`src/rtl/instr_fetch_unit.sv`:
```
// instr_fetch_unit: fetch program counter, ROM address driver and 2-entry
// instruction buffer feeding the decode stage over a valid/ready handshake.
// Latency: issue at edge n, entry valid after edge n+1 (two edges after reset
// release / jump). Backpressure: holds the head and stops issuing ROM reads
// once buffered + in-flight entries reach two; HALT also stops issuing.
//
// Ports:
//   CLK, RESET                 clock, async active-high reset
//   ROM_ADDR / ROM_DATA        ROM address (straight from fetch_pc) / read data one cycle later
//   INSTR_DATA/ADDR/VALID      buffer head toward decode; INSTR_READY accepts it
//   JUMP_EN / JUMP_ADDR        redirect fetch, flushing buffer and in-flight read
//   HALT                       suppress new ROM reads; buffer keeps draining
//   STALL_COUNT                present only when IFU_STALL_COUNT_EN is defined:
//                              saturating count of cycles with no valid head and no HALT
module instr_fetch_unit #(
    parameter int                    ADDR_WIDTH   = 8,
    parameter int                    DATA_WIDTH   = 8,
    parameter logic [ADDR_WIDTH-1:0] RESET_VECTOR = '0
) (
    input  logic                  CLK,
    input  logic                  RESET,
    output logic [ADDR_WIDTH-1:0] ROM_ADDR,
    input  logic [DATA_WIDTH-1:0] ROM_DATA,
    output logic [DATA_WIDTH-1:0] INSTR_DATA,
    output logic [ADDR_WIDTH-1:0] INSTR_ADDR,
    output logic                  INSTR_VALID,
    input  logic                  INSTR_READY,
    input  logic                  JUMP_EN,
    input  logic [ADDR_WIDTH-1:0] JUMP_ADDR,
    input  logic                  HALT
`ifdef IFU_STALL_COUNT_EN
    ,
    output logic [15:0]           STALL_COUNT
`endif
);

    logic [ADDR_WIDTH-1:0] fetch_pc_q, fetch_pc_d;
    logic                  inflight_q, inflight_d;
    logic [ADDR_WIDTH-1:0] inflight_addr_q, inflight_addr_d;
    logic [1:0]            count_q, count_d;
    logic                  rd_ptr_q, rd_ptr_d;
    logic                  wr_ptr_q, wr_ptr_d;
    logic [ADDR_WIDTH-1:0] fifo_addr_q [2];
    logic [DATA_WIDTH-1:0] fifo_data_q [2];

    logic       pop;
    logic       issue;
    logic       capture;
    logic [1:0] occupancy;

    assign ROM_ADDR    = fetch_pc_q;
    assign INSTR_VALID = (count_q != 2'd0);
    assign INSTR_ADDR  = fifo_addr_q[rd_ptr_q];
    assign INSTR_DATA  = fifo_data_q[rd_ptr_q];

    always_comb begin
        pop       = INSTR_VALID & INSTR_READY;
        // Buffered entries plus the read still in flight: every slot that a
        // future capture could need. Never exceeds 2, so 2 bits suffice.
        occupancy = count_q + {1'b0, inflight_q};
        // A full pipeline may still issue when the head leaves this edge,
        // which is what sustains one instruction per cycle.
        issue     = !HALT && !JUMP_EN &&
                    ((occupancy < 2'd2) || ((occupancy == 2'd2) && pop));
        capture   = inflight_q && !JUMP_EN;

        fetch_pc_d      = fetch_pc_q;
        inflight_d      = inflight_q;
        inflight_addr_d = inflight_addr_q;
        count_d         = count_q;
        rd_ptr_d        = rd_ptr_q;
        wr_ptr_d        = wr_ptr_q;

        if (JUMP_EN) begin
            // Redirect wins: flush buffer, squash the read returning now.
            // A head transferred on this edge is simply discarded with the rest.
            fetch_pc_d = JUMP_ADDR;
            inflight_d = 1'b0;
            count_d    = 2'd0;
            rd_ptr_d   = wr_ptr_q;
        end else begin
            inflight_d = issue;
            if (issue) begin
                inflight_addr_d = fetch_pc_q;
                fetch_pc_d      = fetch_pc_q + 1'b1;
            end
            if (pop)     rd_ptr_d = ~rd_ptr_q;
            if (capture) wr_ptr_d = ~wr_ptr_q;
            count_d = count_q + {1'b0, capture} - {1'b0, pop};
        end
    end

    always_ff @(posedge CLK or posedge RESET) begin
        if (RESET) begin
            fetch_pc_q      <= RESET_VECTOR;
            inflight_q      <= 1'b0;
            inflight_addr_q <= '0;
            count_q         <= 2'd0;
            rd_ptr_q        <= 1'b0;
            wr_ptr_q        <= 1'b0;
            for (int i = 0; i < 2; i++) begin
                fifo_addr_q[i] <= '0;
                fifo_data_q[i] <= '0;
            end
        end else begin
            fetch_pc_q      <= fetch_pc_d;
            inflight_q      <= inflight_d;
            inflight_addr_q <= inflight_addr_d;
            count_q         <= count_d;
            rd_ptr_q        <= rd_ptr_d;
            wr_ptr_q        <= wr_ptr_d;
            if (capture) begin
                fifo_addr_q[wr_ptr_q] <= inflight_addr_q;
                fifo_data_q[wr_ptr_q] <= ROM_DATA;
            end
        end
    end

`ifdef IFU_STALL_COUNT_EN
    logic [15:0] stall_count_q;

    always_ff @(posedge CLK or posedge RESET) begin
        if (RESET) begin
            stall_count_q <= 16'd0;
        end else if (!INSTR_VALID && !HALT && (stall_count_q != 16'hFFFF)) begin
            stall_count_q <= stall_count_q + 16'd1;
        end
    end

    assign STALL_COUNT = stall_count_q;
`endif

endmodule

```
`config.mk`:
```
export PLATFORM = sky130hd
export DESIGN_NAME = instr_fetch_unit
export DESIGN_NICKNAME = d
export VERILOG_FILES = /design/src/rtl/instr_fetch_unit.sv
export SDC_FILE = /design/constraint.sdc
export NUM_CORES = 1
export LEC_CHECK = 0
export ABC_AREA = 0
export CORE_UTILIZATION = 45
export DETAILED_ROUTE_END_ITERATION = 16
export GPL_TIMING_DRIVEN = 0
export PLACE_DENSITY = 0.71
export REMOVE_ABC_BUFFERS = 1
export SYNTH_ARGS = -nofsm -noshare
export SYNTH_HDL_FRONTEND = slang
export SYNTH_SLANG_ARGS = --single-unit
export TNS_END_PERCENT = 1
```
`constraint.sdc`:
```
create_clock -name CLK -period 2 [get_ports CLK]
set_input_delay 0.5 -clock CLK [delete_from_list [all_inputs] [get_ports CLK]]
set_output_delay 0.5 -clock CLK [all_outputs]
set_load 0.02 [all_outputs]
```
==> results.md, run 1 <==
* Max-Cap Viols at 0
* Synth top area cells: dfrtp_1, mux2_2, xnor2_1
* H-tree Lvls at 2
* Worst Hold Launch: fifo_addr_q[12]
* Synth cell count leaders: mux2_2, dfrtp_1, nand2_1, nor2_1, xnor2_1
* Max-slew violations at 0
* Worst Setup End Kind: output pin
* Total of warnings raised by yosys at 0
* F_max at 508 MHz
* Comb power frac at 45.2%
* Worst setup path start: rd_ptr_q
* Routed WL per cell at 14.8 um
* Sequential power share at 41.8%
* Antenna diodes at 0
* Core ar. at 5170 um^2
* Hold_buf cts at 0
* Final WL at 4.59 mm
* First-pass GRT wire length at 7.58 mm
* Total number of vias at 1626
* P_sw at 1.55 mW
* Area Overhead vs Synth at 26.3%
* Post-synthesis area per instance at 13.2 um^2
* Tightest Pin Transition at 550 ps
* Worst Path Max Fanout at 8
* Total gr overflow at 0
* Reg2reg start: inflight_q
* Synth Flop Type: dfrtp_1
* Yosys top cell area share at 54.3%
* Sequential area share after synthesis at 54.3%
* Hold Path Class: flop to flop
* Initial antenna violation count at 0
* Root Buffer Master: clkbuf_8
* Worst-path clk slew at 90 ps
* Clk network pwr share at 13.0%
* Fraction of layout cells with a size suffix above 1 at 40.2%
* Status: completed
* Final setup violating endpoints at 0
* CP required at 1500 ps
* Mapped cell area at 2440 um^2
* Synth area leader: dfrtp_1
* Dpl cells at 295
* Data arrival time of the critical path at 1470 ps
* Nature of the critical path startpoint: flop
* All-Layer GR Usage at 18.0%
* Clock Latency Late Sink at 300 ps
* Die width at 75.7 um
* CTS tree: built
* Post-synth EDFFs at 0
* CTS Buf Count at 5
* PwrDens at 1420 nW/um^2
* Async SR Flop Fraction at 100%
* Endpoints failing hold at 0
* Count leader, synth: mux2_2
* Peak VDD IR at 675 uV
* Design Power at 4.39 mW
* Setup TNS at 0 ps
* Unrepaired setup endpoints after global routing: yes
* Setup Skew at 5.60 ps
* Drt pass-1 iters at 4
* Post-synthesis instance total at 185
* Hpwl dp at 2.93 mm
* Leak at 1.35 nW
* Nets at 263
* Setup CP Type: flop to output pin
* Synthesis-stage register bit count at 53
* Hold_ws at 507 ps
* Count of cell types in the netlist at 34
* Clock Path Buffers at 2
* Io pins at 46
* Starting density of the core at 47.2%
* Switching Fraction at 35.3%
* Sinks on Clock Net at 53
* Iteration-0 DRC Markers at 64
* Int Power at 2.84 mW
* Row count at 26
* Number of global-route vias before repair at 1568
* Drt drc at 0
* Die height at 75.7 um
* Detail Route Antenna Nets at 0
* Headroom to the max-slew limit at 63.2%
* Period utilization at 98.4%
* Largest net degree at the start of global routing at 33
* Die area at 5730 um^2
* Placer Congestion at 0.847
* IO Port Bufs at 45
* Final Non-Filler Cells at 309
* Final Critical Period at 1970 ps
* Via/cell ratio at 5.26
==> what timing repair did <==
item,in CTS,in global routing
buffers inserted,4,2
resized for setup,61,19
hold endpoints to repair,0,0
pin swaps,1,1
setup endpoints to repair,60,26
==> cell type report <==
cell class	instances	area [um^2]
clock buffers	8	80.1
fillers	422	2090
inverters	5	18.8
multi-input cells	121	1100
flip-flops and latches	53	1330
well taps	70	87.6
repair buffers	52	464
==> cell usage in the layout, fill, tap and decap left out, types with 2 or more instances in the layout <==
master	count
a211oi_1	2
a21oi_1	3
a31oi_1	2
buf_12	2
buf_2	15
buf_4	4
clkbuf_1	3
clkbuf_8	5
clkdlybuf4s15_2	2
clkdlybuf4s50_1	26
dfrtp_1	52
ha_1	4
inv_1	4
mux2_2	56
nand2_1	9
nand3_1	3
nand4_1	2
nor2_1	6
nor2b_1	2
o21ai_0	5
or4_1	2
xnor2_1	6
==> cells by family (layout without fill, tap and decap cells) <==
| group | Yosys count | count (layout) | synth area share, % |
|---|---|---|---|
| AND/OR/NAND/NOR | 34 | 34 | 7.74 |
| AO/OA/AOI/OAI | 19 | 19 | 5.23 |
| multiplexers | 56 | 56 | 25.8 |
| adder cells (fa/ha/maj) | 4 | 4 | 2.05 |
| flip-flops | 53 | 53 | 54.3 |
| XOR/XNOR | 8 | 8 | 2.87 |
| buffers and inverters | 11 | 65 | 2.00 |
==> power groups by stage <==
stage	combinational (mW)	sequential [mW]	clock, mW
floorplan	1.33	1.82	0
global placement	2.02	1.88	0
detailed placement	2.05	1.90	0
CTS	2.09	1.83	0.594
global route	2.17	1.91	0.633
finish	1.98	1.83	0.572
==> through the flow <==
stage	worst slack (ps)	utilization (%)	cell area, um^2
2_1_floorplan	151	-	2410
3_3_place_gp	-1050	57.0	2950
3_5_place_dp	-1080	57.4	2970
4_1_cts	-69.8	60.2	3110
5_1_grt	-32.9	59.7	3090
6_report	33.0	59.7	3090
==> state kept, by name (all words and copies together) (netlist names) <==
| signal | flops |
|---|---|
| ROM_ADDR | 8 |
| count_q | 2 |
| fifo_addr_q | 16 |
| fifo_data_q | 16 |
| inflight_addr_q | 8 |
| inflight_q | 1 |
| rd_ptr_q | 1 |
| wr_ptr_q | 1 |
==> final timing paths <==
kind	endpoint	slack [ps]	depth (start not counted)
min in group asynchronous	fifo_data_q[10]	540	2
min	fifo_addr_q[12]	510	1
max in group asynchronous	rd_ptr_q	930	3
min reg2reg	fifo_addr_q[12]	510	1
max	INSTR_ADDR[6]	30	3
max reg2reg	inflight_addr_q[0]	90	6
==> per-layer routing <==
metal | track usage (%) | wire (um)
met4 | 6.17 | 85
met5 | 0 | 0
met1 | 24.5 | 2200
met3 | 4.10 | 232
met2 | 28.5 | 2060
==> worst max-delay path, cell delays in order (launching register included) <==
cell             delay [ps]
dfrtp_4                 500
buf_8                   160
mux2_2                  260
clkdlybuf4s15_2         250
(Power assumes the default switching activity.)
==> inputs of run 2 (changes only) <==
--- a/config.mk
+++ b/config.mk
@@ -11,6 +11,7 @@
 export GPL_TIMING_DRIVEN = 0
 export PLACE_DENSITY = 0.71
 export REMOVE_ABC_BUFFERS = 1
+export SETUP_SLACK_MARGIN = 0.05
 export SYNTH_ARGS = -nofsm -noshare
 export SYNTH_HDL_FRONTEND = slang
 export SYNTH_SLANG_ARGS = --single-unit
==> run 2 against run 1 <==
Against the previous run:
- critical path depth down 2
- clock power about the same
- sequential power about the same
- worst hold slack about the same
- cell area up 0.41%
- fmax up 3.5%
- die area unchanged
- sequential cell count unchanged
- setup slack better by 67 ps
- wire length up 1.4%
- sequential share of layout area down 0.13 points
- combinational power about the same
- largest power group unchanged
==> results.md, run 2 (synthesis gave the netlist of run 1 again) <==
* Status: completed
* Row count at 26 (unchanged)
* Design Area, Final at 3100 um^2 (+0.41%)
* Post-Place Worst Slack at -1080 ps (unchanged)
* Hold path cells at 1 (unchanged)
* Final Non-Filler Cells at 311 (+0.65%)
* Cell Area, Placed at 2970 um^2 (unchanged)
* Antenna diodes at 0 (unchanged)
* Endpoints failing hold at 0 (unchanged)
* F_max at 526 MHz (+3.5%)
* Final setup violating endpoints at 0 (unchanged)
* Initial antenna violation count at 0 (unchanged)
* Tightest Pin Transition at 549 ps (-0.661 ps)
* Max-slew violations at 0 (unchanged)
* Worst Setup End Kind: output pin
* Worst path buffer plus inverter count at 1 (-1)
* PwrDens at 1420 nW/um^2 (about the same)
* Drt drc at 0 (unchanged)
* Fraction of layout cells with a size suffix above 1 at 41.5% (+1.3 points)
* Die height at 75.7 um (unchanged)
* Setup Skew at 5.29 ps (-0.315 ps)
* Most frequent cells in the layout: mux2_2, dfrtp_1, clkdlybuf4s50_1
* Leak at 1.36 nW (+0.89%)
* Most common cell after layout, fill and taps aside: mux2_2
* Reg2reg start: count_q[0]
* Clock Path Buffers at 2 (unchanged)
* Setup CP Type: flop to output pin
* Total gr overflow at 0 (unchanged)
* H-tree Lvls at 2 (unchanged)
* Core ar. at 5170 um^2 (unchanged)
* Period utilization at 95.0% (-3.3 points)
* Data arrival time of the critical path at 1400 ps (-70 ps)
* Via/cell ratio at 5.23 (-0.64%)
* Drt pass-1 iters at 4 (unchanged)
* CP required at 1500 ps (about the same)
* Worst reg2reg path endpoint: inflight_addr_q[0]
* Placer Congestion at 0.847 (unchanged)
* R2r setup slk at 110 ps (+20 ps)
* Hold Path Class: flop to flop
* Worst path top cell family by delay: buffers and inverters
* Met3 Use GR at 4.10% (unchanged)
* Peak VDD IR at 659 uV (-2.5%)
* Nets at 265 (+0.76%)
* Root Buffer Master: clkbuf_8
* Clock Latency Late Sink at 300 ps (about the same)
* Critical Path Slowest Stage Cell: clkdlybuf4s50_1
* Headroom to the max-slew limit at 63.3% (about the same)
* CP peak stage delay at 640 ps (+140 ps)
* Worst Path Max Fanout at 6 (-2)
* Total number of vias at 1626 (unchanged)
* Area Overhead vs Synth at 26.8%
* IO Port Bufs at 45 (unchanged)
* Max-Cap Viols at 0 (unchanged)
* Post-layout util at 59.9% (+0.24 points)
* First-pass GRT wire length at 7.60 mm (+0.17%)
* R2r worst-path depth at 6 (unchanged)
* CP cell instances: clkdlybuf4s50_1
* Worst-path clk slew at 90 ps (about the same)
* Starting density of the core at 47.2% (unchanged)
* Hold EP: fifo_addr_q[12]
* Largest registers: fifo_addr_q: 16 flops, fifo_data_q: 16 flops
* Dpl cells at 295 (unchanged)
* Routed WL per cell at 14.9 um (+0.70%)
* Hold_buf cts at 0 (unchanged)
* CTS tree: built
* Io pins at 46 (unchanged)
* Largest net degree at the start of global routing at 33 (unchanged)
* Hpwl dp at 2.93 mm (unchanged)
* Number of global-route vias before repair at 1566 (-0.13%)
* Die width at 75.7 um (unchanged)
* Final Critical Period at 1900 ps (-66.8 ps)
* Final WL at 4.65 mm (+1.4%)
* Sinks on Clock Net at 53 (unchanged)
* GR Util met1 at 24.6% (+0.086 points)
* All-Layer GR Usage at 18.0% (+0.028 points)
* Setup ws final at 99.8 ps (+66.8 ps)
* Die area at 5730 um^2 (unchanged)
* M2 GR Usage at 28.5% (unchanged)
* Iteration-0 DRC Markers at 67 (+4.7%)
* CTS Buf Count at 5 (unchanged)
* Worst Hold Launch: fifo_addr_q[12]
* Detail Route Antenna Nets at 0 (unchanged)
* GRT Max-Usage Layer: met2
* Unrepaired setup endpoints after global routing: no
* Nature of the critical path startpoint: flop
-- run 2: changes by cell type in the layout (fill, tap and decap cells not counted) --
cell / before / now
inv_1: 4 / 3
buf_6: 0 / 1
dfrtp_2: 0 / 1
buf_2: 15 / 17
dfrtp_1: 52 / 51
buf_4: 4 / 5
clkinvlp_4: 0 / 1
clkdlybuf4s15_2: 2 / 0
dlymetal6s2s_1: 1 / 2
dlygate4sd2_1: 1 / 2
clkdlybuf4s50_1: 26 / 24
-- run 2: cell type report --
type / instances / area [um^2]
fillers: 432 / 2070
flip-flops and latches: 53 / 1330
multi-input cells: 121 / 1100
repair buffers: 54 / 472
well taps: 70 / 87.6
clock buffers: 8 / 80.1
inverters: 5 / 22.5
-- run 2: worst max-delay path by stage --
stage | startpoint | endpoint | slack [ps] | cells after the start
after detailed placement | JUMP_EN | fifo_addr_q[10] | -1080 | 5
after global placement | JUMP_EN | fifo_addr_q[8] | -1050 | 5
after global routing | count_q[0] | inflight_addr_q[0] | 30 | 6
final | ROM_ADDR[3] | ROM_ADDR[3] | 100 | 1
after CTS | inflight_q | inflight_addr_q[3] | -70 | 5
after floorplan | inflight_q | inflight_addr_q[0] | 150 | 5
-- run 2: layer usage --
layer  up-vias  part of all wire (%)
li1        776                     -
met1       793                    48
met4         0                   1.8
met2        48                    45
met5         -                     0
met3         9                   4.7
-- run 2: per-stage QoR --
stage          power [mW]  setup TNS [ps]  hold slack (ps)
2_1_floorplan        3.15               0              474
3_3_place_gp         3.90          -83730              482
3_5_place_dp         3.95          -43480              492
4_1_cts              4.44            -518              512
5_1_grt              4.73               0              521
6_report             4.41               0              507
-- run 2: where the power goes --
group / internal, mW / switching, mW
logic: 1.06 / 0.943
clock network: 0.249 / 0.323
registers: 1.54 / 0.296
total: 2.85 / 1.56
-- run 2: timing repair --
action                                 in CTS  in global routing
pin swaps                                   1                  1
buffers inserted                            4                  4
setup endpoints to repair                  61                 30
endpoints found under the hold margin       0                  0
resized for setup                          68                 20
==> inputs of run 3 (changes only) <==
--- a/config.mk
+++ b/config.mk
@@ -6,10 +6,12 @@
 export NUM_CORES = 1
 export LEC_CHECK = 0
 export ABC_AREA = 0
-export CORE_UTILIZATION = 45
+export CORE_UTILIZATION = 51
+export CTS_CLUSTER_DIAMETER = 120
 export DETAILED_ROUTE_END_ITERATION = 16
+export GPL_ROUTABILITY_DRIVEN = 0
 export GPL_TIMING_DRIVEN = 0
-export PLACE_DENSITY = 0.71
+export PLACE_DENSITY = 0.78
 export REMOVE_ABC_BUFFERS = 1
 export SETUP_SLACK_MARGIN = 0.05
 export SYNTH_ARGS = -nofsm -noshare
==> run 3 against run 2 <==
Against the previous run:
- critical path depth grew 4
- sequential cell count is the same
- sequential power is essentially flat
- wire length grew 8.0%
- total power grew 0.70%
- cell area shrank 1.4%
- clock skew grew 1.1 ps
- fmax shrank 7.3%
- clock power grew 3%
- largest cell class unchanged
- the flow now finishes with violations (DRC, setup timing)
- worst hold slack is essentially flat
==> results.md, run 3 (synthesis gave the netlist of run 1 again) <==
* Setup Skew at 6.41 ps (+1.12 ps)
* Max-slew violations at 0 (unchanged)
* Leak at 1.37 nW (+0.63%)
* Endpoints failing hold at 0 (unchanged)
* Most common cell after layout, fill and taps aside: mux2_2
* Status: complete, but fails checks
* Max-Cap Viols at 0 (unchanged)
* Routed WL per cell at 17.4 um (+16%)
* Largest registers: fifo_addr_q: 16 flops, fifo_data_q: 16 flops
* Unrepaired setup endpoints after global routing: yes
* CTS Buf Count at 5 (unchanged)
* Reg2reg start: count_q[0]
* GRT Max-Usage Layer: met2
* Hold Path Class: flop to flop
* Failing checks: DRC, setup timing
* All-Layer GR Usage at 21.2% (+3.2 points)
* Total number of vias at 1666 (+2.5%)
* Design Power at 4.44 mW (+0.70%)
* Worst Hold Launch: fifo_data_q[0]
* Final setup violating endpoints at 1 (+1)
* Starting density of the core at 54.6% (+7.4 points)
* Core ar. at 4470 um^2 (-13%)
* Setup CP Type: flop to flop
* PwrDens at 1450 nW/um^2 (+2.1%)
* Worst Path Max Fanout at 6 (unchanged)
* Clock Path Buffers at 2 (unchanged)
* Critical Path Slowest Stage Cell: a2111oi_0
* CP required at 2170 ps (+670 ps)
* IO Port Bufs at 45 (unchanged)
* Worst setup path start: count_q[0]
* CP cell instances: ha_1 > nand2b_2 > a2111oi_0 > xnor2_1 > o21ai_0
* Clock Latency Late Sink at 300 ps (about the same)
* Multi-input logic area at 1080 um^2 (-1.8%)
* Nature of the critical path startpoint: flop
* Reg area at 1330 um^2 (about the same)
* Met3 Use GR at 4.70% (+0.60 points)
* Antenna diodes at 0 (unchanged)
* Hpwl dp at 3.33 mm (+14%)
* Fraction of layout cells with a size suffix above 1 at 40.1% (-1.4 points)
* Tightest Pin Transition at 767 ps (+218 ps)
* Hold_ws at 506 ps (-0.482 ps)
* First-pass GRT wire length at 8.26 mm (+8.7%)
* M2 GR Usage at 36.9% (+8.5 points)
* Largest net degree at the start of global routing at 32 (-3.0%)
* Drt drc at 3 (+3)
* Number of global-route vias before repair at 1738 (+11%)
* Final Critical Period at 2050 ps (+151 ps)
* Sinks on Clock Net at 53 (unchanged)
* Headroom to the max-slew limit at 47.5% (-16 points)
* Final WL at 5.02 mm (+8.0%)
* CP peak stage delay at 700 ps (+60 ps)
* Die area at 5070 um^2 (-11%)
* Drt pass-1 iters at 10 (+6)
* Die height at 71.2 um (-5.9%)
* Setup ws final at -50.8 ps (-151 ps)
* CTS tree: built
* Post-Place Worst Slack at -1040 ps (+36.6 ps)
* Data arrival time of the critical path at 2220 ps (+820 ps)
* Row count at 24 (-7.7%)
* Root Buffer Master: clkbuf_8
* F_max at 488 MHz (-7.3%)
* Initial antenna violation count at 0 (unchanged)
* Most frequent cells in the layout: mux2_2, dfrtp_1, clkdlybuf4s50_1
* Via/cell ratio at 5.76 (+10%)
* GR Util met1 at 27.3% (+2.6 points)
* Io pins at 46 (unchanged)
* Iteration-0 DRC Markers at 76 (+13%)
* Post-layout util at 68.3% (+8.4 points)
* Fill cells at 328 (-24%)
* Detail Route Antenna Nets at 0 (unchanged)
* Worst Setup End Kind: flop
* Worst-path clk slew at 90 ps (about the same)
* Nets at 262 (-1.1%)
* Period utilization at 103% (+7.5 points)
* Area Overhead vs Synth at 25.1%
* Hold_buf cts at 0 (unchanged)
* Peak VDD IR at 656 uV (-0.42%)
* Total gr overflow at 0 (unchanged)
* Die width at 71.2 um (-5.9%)
* H-tree Lvls at 2 (unchanged)
-- run 3: path summary, 6_finish.rpt --
path | to | slack [ps] | depth (start not counted)
worst max-delay path | ROM_ADDR[7] | -50 | 5
worst min-delay path | fifo_data_q[0] | 510 | 1
worst max register to register | ROM_ADDR[7] | -50 | 5
worst min register to register | fifo_data_q[0] | 510 | 1
max in group asynchronous | rd_ptr_q | 910 | 3
min in group asynchronous | fifo_data_q[6] | 550 | 2
-- run 3: metrics by stage --
| stage | TNS (ps) | std cells | area [um^2] |
|---|---|---|---|
| 6_report | -50.8 | 289 | 3060 |
| 5_1_grt | -348 | 289 | 3060 |
| 4_1_cts | -769 | 288 | 3060 |
| 3_5_place_dp | -42000 | 277 | 2950 |
| 3_3_place_gp | -71600 | 276 | 2930 |
| 2_1_floorplan | 0 | 179 | 2410 |
-- run 3: cell type report --
class                   instances  area share (%)
repair buffers                 51            15.4
multi-input cells             121            35.5
inverters                       5           0.614
clock buffers                   7            2.83
well taps                      52            2.13
flip-flops and latches         53            43.5
-- run 3: where the power goes --
part	switching, mW	internal [mW]
sequential	0.308	1.54
clock	0.315	0.275
combinational	0.972	1.03
-- run 3: layer usage --
layer	up-vias	part of all wire [%]	wire [um]
met3	5	5.1	254
met1	844	43	2160
met5	-	0	0
met2	54	51	2570
met4	0	0.78	39
li1	763	-	-
-- run 3: what timing repair did --
item	4_1_cts	5_1_grt
setup endpoints to repair	62	21
gates resized for setup	69	12
setup buffers	4	1
pin swaps	1	1
-- run 3: worst max-delay path, delay by kind of cell (launching register included) --
kind / cells / cell delay (ps)
compound gates: 2 / 790
fa+ha+maj: 1 / 290
flops: 1 / 430
xor+xnor: 1 / 190
simple gates: 1 / 220
